## config.mk

```make
export PLATFORM = sky130hd
export DESIGN_NAME = truth_table_scanner
export DESIGN_NICKNAME = d
export VERILOG_FILES = /design/src/rtl/truth_table_scanner.sv
export SDC_FILE = /design/constraint.sdc
export NUM_CORES = 1
export LEC_CHECK = 0
export BUFFER_PORTS_ARGS = -buffer_cell sky130_fd_sc_hd__buf_4
export CORE_AREA = 2 2 78 80
export CTS_CLUSTER_DIAMETER = 30
export DETAILED_ROUTE_END_ITERATION = 10
export DIE_AREA = 0 0 80 82
export GPL_ROUTABILITY_DRIVEN = 0
export SYNTH_ARGS = -nofsm -noshare
export SYNTH_HDL_FRONTEND = slang
export SYNTH_SLANG_ARGS = --single-unit
```

## constraint.sdc

```tcl
create_clock -name clk -period 4.6 [get_ports clk]
set_input_delay 0.23 -clock clk [delete_from_list [all_inputs] [get_ports clk]]
set_output_delay 0.23 -clock clk [all_outputs]
set_load 0.05 [all_outputs]
```

## src/rtl/truth_table_scanner.sv

```systemverilog
// Scans a 3-input combinational function over all 8 input combinations, captures its
// truth table, then streams the maxterm indices out through a valid/ready handshake.
module truth_table_scanner #(
    parameter int unsigned SETTLE = 1
) (
    input  logic       clk,
    input  logic       reset,
    input  logic       start,
    input  logic       f_in,
    output logic [2:0] abc_out,
    output logic       busy,
    output logic       done,
    output logic [7:0] table_out,
    output logic [3:0] mt_count,
    output logic       mt_valid,
    input  logic       mt_ready,
    output logic [2:0] mt_index,
    output logic       mt_last
);

    typedef enum logic [1:0] {StIdle, StScan, StEmit, StDone} state_e;

    localparam logic [3:0] SettleCnt = 4'(SETTLE);

    state_e     state_q;
    logic [2:0] idx_q;
    logic [3:0] cnt_q;
    logic [3:0] p_q;
    logic [7:0] table_q;
    logic [3:0] count_q;
    logic [2:0] abc_q;
    logic       busy_q;
    logic       done_q;

    logic [7:0] zero_mask;
    logic       found;
    logic       above;
    logic [2:0] hit_idx;

    // Zero entries at or above the emit pointer; a shift by 8 empties the mask.
    always_comb begin
        zero_mask = ~table_q & (8'hFF << p_q);
        found     = 1'b0;
        hit_idx   = 3'd0;
        for (int i = 7; i >= 0; i--) begin
            if (zero_mask[i]) begin
                found   = 1'b1;
                hit_idx = 3'(i);
            end
        end
        above = 1'b0;
        for (int i = 0; i < 8; i++) begin
            if (zero_mask[i] && (i > int'(hit_idx))) begin
                above = 1'b1;
            end
        end
    end

    always_comb begin
        mt_valid = (state_q == StEmit) && found;
        mt_index = mt_valid ? hit_idx : 3'd0;
        mt_last  = mt_valid && !above;
    end

    always_ff @(posedge clk) begin
        if (reset) begin
            state_q <= StIdle;
            idx_q   <= 3'd0;
            cnt_q   <= 4'd0;
            p_q     <= 4'd0;
            table_q <= 8'd0;
            count_q <= 4'd0;
            abc_q   <= 3'd0;
            busy_q  <= 1'b0;
            done_q  <= 1'b0;
        end else begin
            unique case (state_q)
                StIdle: begin
                    if (start) begin
                        state_q <= StScan;
                        idx_q   <= 3'd0;
                        cnt_q   <= 4'd0;
                        table_q <= 8'd0;
                        count_q <= 4'd0;
                        abc_q   <= 3'd0;
                        busy_q  <= 1'b1;
                    end
                end
                StScan: begin
                    if (cnt_q == SettleCnt) begin
                        table_q[idx_q] <= f_in;
                        if (!f_in) begin
                            count_q <= count_q + 4'd1;
                        end
                        cnt_q <= 4'd0;
                        if (idx_q == 3'd7) begin
                            state_q <= StEmit;
                            p_q     <= 4'd0;
                            abc_q   <= 3'd0;
                        end else begin
                            idx_q <= idx_q + 3'd1;
                            abc_q <= idx_q + 3'd1;
                        end
                    end else begin
                        cnt_q <= cnt_q + 4'd1;
                    end
                end
                StEmit: begin
                    if (!found) begin
                        state_q <= StDone;
                        busy_q  <= 1'b0;
                        done_q  <= 1'b1;
                    end else if (mt_ready) begin
                        p_q <= {1'b0, hit_idx} + 4'd1;
                        if (!above) begin
                            state_q <= StDone;
                            busy_q  <= 1'b0;
                            done_q  <= 1'b1;
                        end
                    end
                end
                StDone: begin
                    state_q <= StIdle;
                    done_q  <= 1'b0;
                end
                default: begin
                    state_q <= StIdle;
                end
            endcase
        end
    end

    assign abc_out   = abc_q;
    assign busy      = busy_q;
    assign done      = done_q;
    assign table_out = table_q;
    assign mt_count  = count_q;

endmodule

```

==> results of run 1 <==
==> how the worst max path moves through the flow <==
stage          slack, ns          from  cells after the start    endpoint
2_1_floorplan       1.58  table_out[5]                     11     mt_last
3_3_place_gp        1.70        p_q[1]                     12  state_q[0]
3_5_place_dp        1.60        p_q[1]                     12  state_q[0]
4_1_cts             1.50        p_q[1]                     11     mt_last
5_1_grt             1.32        p_q[0]                     12  state_q[0]
6_report            1.53        p_q[1]                     11     mt_last
==> worst max-delay path: cells and delay by family, from the launching register on <==
family,cells,cell delay (ns)
buf+inv,3,0.36
compound gates,4,1.02
simple gates,3,0.56
fa+ha+maj,1,0.16
flops,1,0.44
==> cell families (layout without fill, tap and decap cells) <==
logic type / after synthesis / count (layout) / synth area share (%)
AND/OR/NAND/NOR: 84 / 84 / 21.0
XOR/XNOR: 3 / 3 / 1.34
AO/OA/AOI/OAI: 81 / 81 / 30.6
multiplexers: 2 / 2 / 1.02
buffers and inverters: 29 / 51 / 7.25
flip-flops: 30 / 30 / 30.5
adder cells (fa/ha/maj): 13 / 13 / 8.26
==> synthesized netlist by cell type (all sizes together), types with 3 or more instances <==
library cell / n / area (sq um)
dfxtp: 30 / 601
nor3: 5 / 25.0
inv: 17 / 63.8
a32oi: 5 / 43.8
buf: 5 / 52.6
a221oi: 3 / 50.1
o21ai: 19 / 95.1
nand2b: 4 / 32.5
nand3: 8 / 40.0
clkbuf: 7 / 26.3
nand2: 16 / 60.1
nor2b: 5 / 31.3
nor2: 31 / 121
a31oi: 5 / 46.3
nand4: 3 / 18.8
a21oi: 28 / 159
ha: 13 / 163
==> layout make-up <==
class                      instances  area share (%)
clock buffer                       6            3.63
clock inverter                     2           0.550
inverter                          17            2.81
multi-input combinational        183            53.9
sequential                        30            26.4
tap                               75            4.13
timing repair buffer              26            8.59
==> sequential cells by signal (all words and copies together), names as in the netlist <==
register	count
table_out	8
mt_count	4
p_q	4
state_q	2
abc_out	3
busy	1
idx_q	3
done	1
cnt_q	4
==> stage by stage <==
stage                     utilization [%]  total power (uW)  instance area, sq um
final                                39.6              1000                  2270
after CTS                            39.6              1010                  2270
after floorplan                         -               689                  1970
after global routing                 39.6              1080                  2270
after detailed placement             37.9               787                  2180
after global placement               37.9               787                  2180
==> where the power goes <==
group / internal [uW] / total, uW / leakage [uW] / switching, uW
Clock: 120 / 224 / 0.0000472 / 104
Combinational: 147 / 453 / 0.000606 / 305
Sequential: 290 / 326 / 0.000243 / 35.9
Total: 558 / 1000 / 0.000896 / 446
==> cells in the final DEF, fill, tap and decap left out, types with 5 or more instances in the layout <==
cell type / instances
buf_4: 26
inv_1: 17
nor2_1: 29
o21ai_0: 17
a21oi_1: 25
nor3_1: 5
nand2_1: 16
nand3_1: 8
ha_1: 13
clkbuf_8: 6
dfxtp_1: 30
nor2b_1: 5
a32oi_1: 5
==> metal layers <==
| layer | routed length [um] | up-vias | GRT usage [%] |
|---|---|---|---|
| met3 | 184 | 8 | 3.08 |
| met1 | 2220 | 814 | 19.8 |
| met5 | 0 | - | 0 |
| met4 | 83 | 0 | 6.61 |
| met2 | 2140 | 31 | 25.2 |
| li1 | - | 913 | - |
==> results.cfg, run 1 <==
[outcome]
status = complete, no violations

[final_layout]
synthToLayoutAreaGrowth_pct = 15.5
diodes = 0
multi_input_area_sq_mm = 0.00122
finalNonFillerCells = 339
fin_nets = 281
seqCellArea_sq_um = 601
fillerInstances = 629
drive_gt1_share_pct = 19.7

[min_path]
min_to = cnt_q[1]
whs_path_depth = 2
min_from = reset
hp-class = in2reg

[clock_tree]
cts_root_buf = clkbuf_8
hold_buffers = 0
clock_latency_ns = 0.29
htreeDepth = 2
cts_tree = built
clk_pin_slew_ns = 0.06
numCtsBuffers = 5
post_cts_buffers = 0
cts_resized = 0
clock-sinks = 30
clockBufferDepth = 2

[synthesis]
synthDistinctLibCells = 55
synth_area_per_cell_sq_um = 8.13
synth-seq-cells = 30
ys_seq_area_share_pct = 30.5
syn_area_sq_mm = 0.00197
async_reset_ff_share_pct = 0
postSynthNetCount = 260
synthFlopType = dfxtp_1
synth_edf_count = 0
yosysWarnings = 0
syn_inst = 242

[critical_path]
cp-end-kind = primary output
reg2reg_depth = 12
r2r_slack_ns = 1.58
crit_arrival_ns = 2.84
critPathKind = reg2out
r2r-end = state_q[0]
r2r_start = p_q[1]
start_kind = register
slowest_delay_ns = 0.44
critPathRequiredTime_ns = 4.37
path_cells = a31o_2, a21oi_1, a21oi_1, or2_2, inv_1, ha_1, inv_1, o31ai_1, nand4_1, nor2_1, buf_4
cp_max_fo = 11
cpMaxStageDelayCell = dfxtp_1

[sta]
fin_crit_ns = 3.07
setup_tns_ns = 0
slew_violations = 0
worst_hold_slack_ns = 0.306
setup-violations-final = 0
fin_ws_ns = 1.53
relSlewSlack_pct = 30.6
tightest_slew_ns = 1.03
fin_skew_ns = 0.00641
min_period_over_period_pct = 66.8
final-hold-violation-count = 0
max_freq_mhz = 326
rsz0062_at_grt = false

[detailed_routing]
drtPass1Iterations = 4
vias_per_cell = 5.21
vias = 1766
drc = 0
dr.first_iter.drc_count = 91
wl_per_cell_um = 13.7
ant_nets = 0
drt_wl_total_um = 4640

[global_routing]
grt_pass1_wl_um = 7840
antenna_found_initial = 0
grt_use_total_pct = 15.4
grt_pass1_vias = 1641
overflow = 0
grt_max_degree = 28

[floorplan]
coreArea_sq_mm = 0.00575
num_rows = 28
die_h_um = 82
num_io_pins = 27
die_w_um = 80
start_util_pct = 34.3
dieArea_sq_mm = 0.00656

[place]
io_buffer_count = 26
dp.cells = 331
preCtsSetupSlack_ns = 1.60
hpwl_um = 3400

[power]
leakage_uw = 0.000896
pwr_density_cell_mw_per_mm2 = 441
irDropWorstVdd_v = 0.000202

[run]
max_cap_violations = 0
No activity file was read; power rests on OpenSTA's default activity.
==> run 2, diff against run 1 <==
Settings changed: ABC_AREA set to 1.
Clock period 4.6 ns to 3.2 ns, I/O delays scaled along.
==> results.cfg, run 2 <==
[outcome]
status = complete, no violations

[global_routing]
grt_use_total_pct = 14.5
overflow = 0
grt_pass1_vias = 1697
antenna_found_initial = 0
grt_pass1_wl_um = 7520
grt_max_degree = 24

[sta]
setup_tns_ns = 0
setup-violations-final = 0
tightest_slew_ns = 0.517
relSlewSlack_pct = 65.4
min_period_over_period_pct = 86.1
slew_violations = 0
fin_crit_ns = 2.75
max_freq_mhz = 363
fin_skew_ns = 0.00593
final-hold-violation-count = 0
rsz0062_at_grt = false
worst_hold_slack_ns = 0.217

[critical_path]
crit_arrival_ns = 2.59
r2r_slack_ns = 0.76
reg2reg_depth = 19
start_kind = register
worstSetupStartpoint = p_q[1]
r2r-end = state_q[0]
critPathKind = reg2out
crit_end = mt_last
critPathRequiredTime_ns = 3.04
r2r_start = p_q[3]
cp-end-kind = primary output
cp_max_fo = 7

[clock_tree]
cts_tree = built
numCtsBuffers = 5
post_cts_buffers = 0
cts_root_buf = clkbuf_8
clockBufferDepth = 2
cts_resized = 0
clock_latency_ns = 0.28
hold_buffers = 0
htreeDepth = 2
clk_pin_slew_ns = 0.06
clock-sinks = 30

[final_layout]
final_common_cell = nand2_1
final_cell_area_sq_mm = 0.00227
most-common-layout-cells = nand2_1 (60), nor2_1 (33), dfxtp_1 (30)
final_util_pct = 39.5
drive_gt1_share_pct = 20.2
synthToLayoutAreaGrowth_pct = 18.5
fin_nets = 325
largest_register_ffs = 8
diodes = 0

[floorplan]
die_w_um = 80
dieArea_sq_mm = 0.00656
num_rows = 28
coreArea_sq_mm = 0.00575
num_io_pins = 27
die_h_um = 82
start_util_pct = 33.4

[place]
place_area_sq_mm = 0.00219
io_buffer_count = 26
hpwl_um = 3330

[synthesis]
yosys-top-cells-count = nand2_1 (60), nor2_1 (33), dfxtp_1 (30)
postSynthNetCount = 296
synthDistinctLibCells = 34
syn_inst = 278
synth_most_common_cell = nand2_1
yosysWarnings = 0
synth-seq-cells = 30
synth_edf_count = 0
synthFlopType = dfxtp_1
synth_area_per_cell_sq_um = 6.90
ys_seq_area_share_pct = 31.3
synth_area_leader_cell = dfxtp_1
synth_top_area_share_pct = 31.3
async_reset_ff_share_pct = 0
yosys-top-cells-area = dfxtp_1 (31%), nand2_1 (12%), ha_1 (8.5%), a21oi_1 (6.8%), nor2_1 (6.5%)
syn_area_sq_mm = 0.00192

[detailed_routing]
drc = 0
ant_nets = 0
drtPass1Iterations = 4
drt_wl_total_um = 4310
vias_per_cell = 4.81
dr.first_iter.drc_count = 72
wl_per_cell_um = 11.3
vias = 1836

[run]
max_cap_violations = 0

[min_path]
hp-class = in2reg

[power]
pwr_density_cell_mw_per_mm2 = 702
leakage_uw = 0.00102
irDropWorstVdd_v = 0.000249
p_total_uw = 1590
==> run 2: worst min-delay path by stage <==
stage / startpoint / to / slack (ns) / cells after the start
4_1_cts: reset / mt_count[3] / 0.21 / 2
5_1_grt: reset / mt_count[2] / 0.22 / 2
3_5_place_dp: abc_out[2] / abc_out[2] / 0.46 / 2
6_report: reset / cnt_q[3] / 0.22 / 2
2_1_floorplan: reset / idx_q[0] / 0.26 / 1
3_3_place_gp: abc_out[2] / abc_out[2] / 0.46 / 2
==> run 2: logic make-up after synthesis <==
kind of cell             Yosys count  share of synthesized area (%)
buffers and inverters             38                           7.57
XOR/XNOR                           4                           1.83
AND/OR/NAND/NOR                  143                           35.9
adder cells (fa/ha/maj)           13                           8.49
AO/OA/AOI/OAI                     50                           14.9
flip-flops                        30                           31.3
==> run 2: layout make-up <==
type / instances / area (sq um)
fill: 622 / 3470
sequential: 30 / 601
inverter: 33 / 124
multi-input combinational: 210 / 1170
clock inverter: 2 / 10.0
timing repair buffer: 27 / 203
clock buffer: 5 / 68.8
tap: 75 / 93.8
==> run 2: report_power, final <==
group / internal, uW / switching [uW] / total [uW]
sequential: 428 / 59.5 / 487
clock: 145 / 138 / 284
combinational: 254 / 570 / 823
==> run 2: through the flow <==
| step | setup slack, ns | instances |
|---|---|---|
| 6_report | 0.445 | 382 |
| 3_5_place_dp | 0.744 | 375 |
| 3_3_place_gp | 0.788 | 375 |
| 4_1_cts | 0.437 | 382 |
| 2_1_floorplan | 0.365 | 278 |
| 5_1_grt | 0.134 | 382 |
==> run 2: metal layers <==
metal,vias to the layer above,GRT usage (%),share of wire [%]
li1,968,-,-
met3,6,3.52,4.5
met5,-,0,0
met2,31,24.0,46
met1,831,18.1,48
met4,0,6.10,1.8
==> run 2: worst max-delay path, cell delays in order, from the launching register on <==
cell and delay (ns):
dfxtp_1 0.44, nand3_1 0.13, nand2_1 0.13, nand2_1 0.06, nand2_1 0.05, nand2_1 0.05, nand2_1 0.07, nand2_2 0.06
nand2_1 0.09, nand2_2 0.10, inv_1 0.09, ha_1 0.15, ha_1 0.15, o22ai_1 0.10, a21oi_1 0.16, nand4_2 0.17
nor2_1 0.12, buf_4 0.20
==> run 3, diff against run 2 <==
Settings changed: MAX_ROUTING_LAYER set to met4.
==> results.cfg, run 3 (synthesis results as in run 2) <==
[power]
leakage_uw = 0.00102
pwr_density_cell_mw_per_mm2 = 702
irDropWorstVdd_v = 0.000249

[global_routing]
grt_max_degree = 24
overflow = 0
grt_use_total_pct = 15.0
grt_pass1_wl_um = 7520
antenna_found_initial = 0
grt_pass1_vias = 1696

[final_layout]
multi_input_area_sq_mm = 0.00117
fillerInstances = 622
synthToLayoutAreaGrowth_pct = 18.5
largest_register_ffs = 8
final_util_pct = 39.5
fin_nets = 325
final_common_cell = nand2_1
finalNonFillerCells = 382
most-common-layout-cells = nand2_1 (60), nor2_1 (33), dfxtp_1 (30)
diodes = 0
seqCellArea_sq_um = 601
drive_gt1_share_pct = 20.2

[floorplan]
num_rows = 28
dieArea_sq_mm = 0.00656
num_io_pins = 27
start_util_pct = 33.4
die_h_um = 82
coreArea_sq_mm = 0.00575
die_w_um = 80

[clock_tree]
clk_pin_slew_ns = 0.06
cts_root_buf = clkbuf_8
clock-sinks = 30
htreeDepth = 2
cts_tree = built
numCtsBuffers = 5
hold_buffers = 0
clockBufferDepth = 2
cts_resized = 0
post_cts_buffers = 0
clock_latency_ns = 0.28

[min_path]
hp-class = in2reg
whs_path_depth = 2

[detailed_routing]
ant_nets = 0
dr.first_iter.drc_count = 72
drtPass1Iterations = 4
vias = 1836
drc = 0
vias_per_cell = 4.81
drt_wl_total_um = 4310
wl_per_cell_um = 11.3

[run]
max_cap_violations = 0

[critical_path]
crit_top_cell = nand2_1
critPathKind = reg2out
critical_path.top_delay_family = simple AND/OR/NAND/NOR gates
cp-end-kind = primary output
cp_num_cells = 17
critPathRequiredTime_ns = 3.04
crit_buf_inv = 2
path_cells = nand3_1, nand2_1, nand2_1, nand2_1, nand2_1, nand2_1, nand2_2, nand2_1, nand2_2, inv_1, ha_1, ha_1, o22ai_1, a21oi_1, nand4_2, nor2_1, buf_4
crit_arrival_ns = 2.59
start_kind = register
reg2reg_depth = 19
cp_max_fo = 7
slowest_delay_ns = 0.44
cpMaxStageDelayCell = dfxtp_1

[sta]
min_period_over_period_pct = 86.1
worst_hold_slack_ns = 0.217
setup-violations-final = 0
rsz0062_at_grt = false
relSlewSlack_pct = 65.4
final-hold-violation-count = 0
tightest_slew_ns = 0.517
slew_violations = 0
setup_tns_ns = 0
fin_crit_ns = 2.75
fin_skew_ns = 0.00593
max_freq_mhz = 363

[place]
io_buffer_count = 26
hpwl_um = 3330
dp.cells = 375

[outcome]
status = complete, no violations
==> run 3: power by group <==
part | leakage, uW | switching [uW] | internal, uW
Clock | 0.0000438 | 138 | 145
Sequential | 0.000243 | 59.5 | 428
Combinational | 0.000733 | 570 | 254
==> run 3: metal layers <==
metal	up-vias	part of all wire, %	GRT usage, %	wire [um]
li1	968	-	-	-
met1	831	48	18.2	2070
met2	31	46	24.0	1970
met3	6	4.3	3.41	187
met4	0	1.8	6.10	76
met5	-	0	-	0
==> run 3: cell type report <==
type                       instances  share of cell area, %
clock inverter                     2                  0.441
multi-input combinational        210                   51.6
timing repair buffer              27                   8.93
inverter                          33                   5.45
sequential                        30                   26.4
clock buffer                       5                   3.03
tap                               75                   4.13
==> run 3: worst reg2reg max path, stage by stage (launching register included) <==
cell and delay (ns):
dfxtp_1 0.46, nor2_1 0.08, nand2_1 0.18, nand2_1 0.08
nand2_1 0.06, nand2_1 0.06, nand2_2 0.07, nand2_1 0.08
nand2_2 0.13, inv_1 0.07, ha_1 0.18, ha_1 0.18
o22ai_1 0.20, inv_1 0.06, nand2_1 0.08, nor2_2 0.04
nand3_2 0.07, nand2_2 0.06, a21oi_1 0.13, nor2_1 0.06
==> run 3: worst paths after layout <==
path                              endpoint  slack, ns       start
worst max-delay path               mt_last       0.45      p_q[1]
worst min-delay path              cnt_q[3]       0.22       reset
worst max register to register  state_q[0]       0.76      p_q[3]
worst min register to register  abc_out[2]       0.48  abc_out[2]
==> run 3: per-stage QoR <==
step	total power (uW)	cell area, sq um	worst slack [ns]
final	1590	2270	0.445
after global routing	1740	2270	0.134
after CTS	1610	2270	0.437
after detailed placement	1320	2190	0.744
after global placement	1310	2190	0.788
after floorplan	1120	1920	0.365
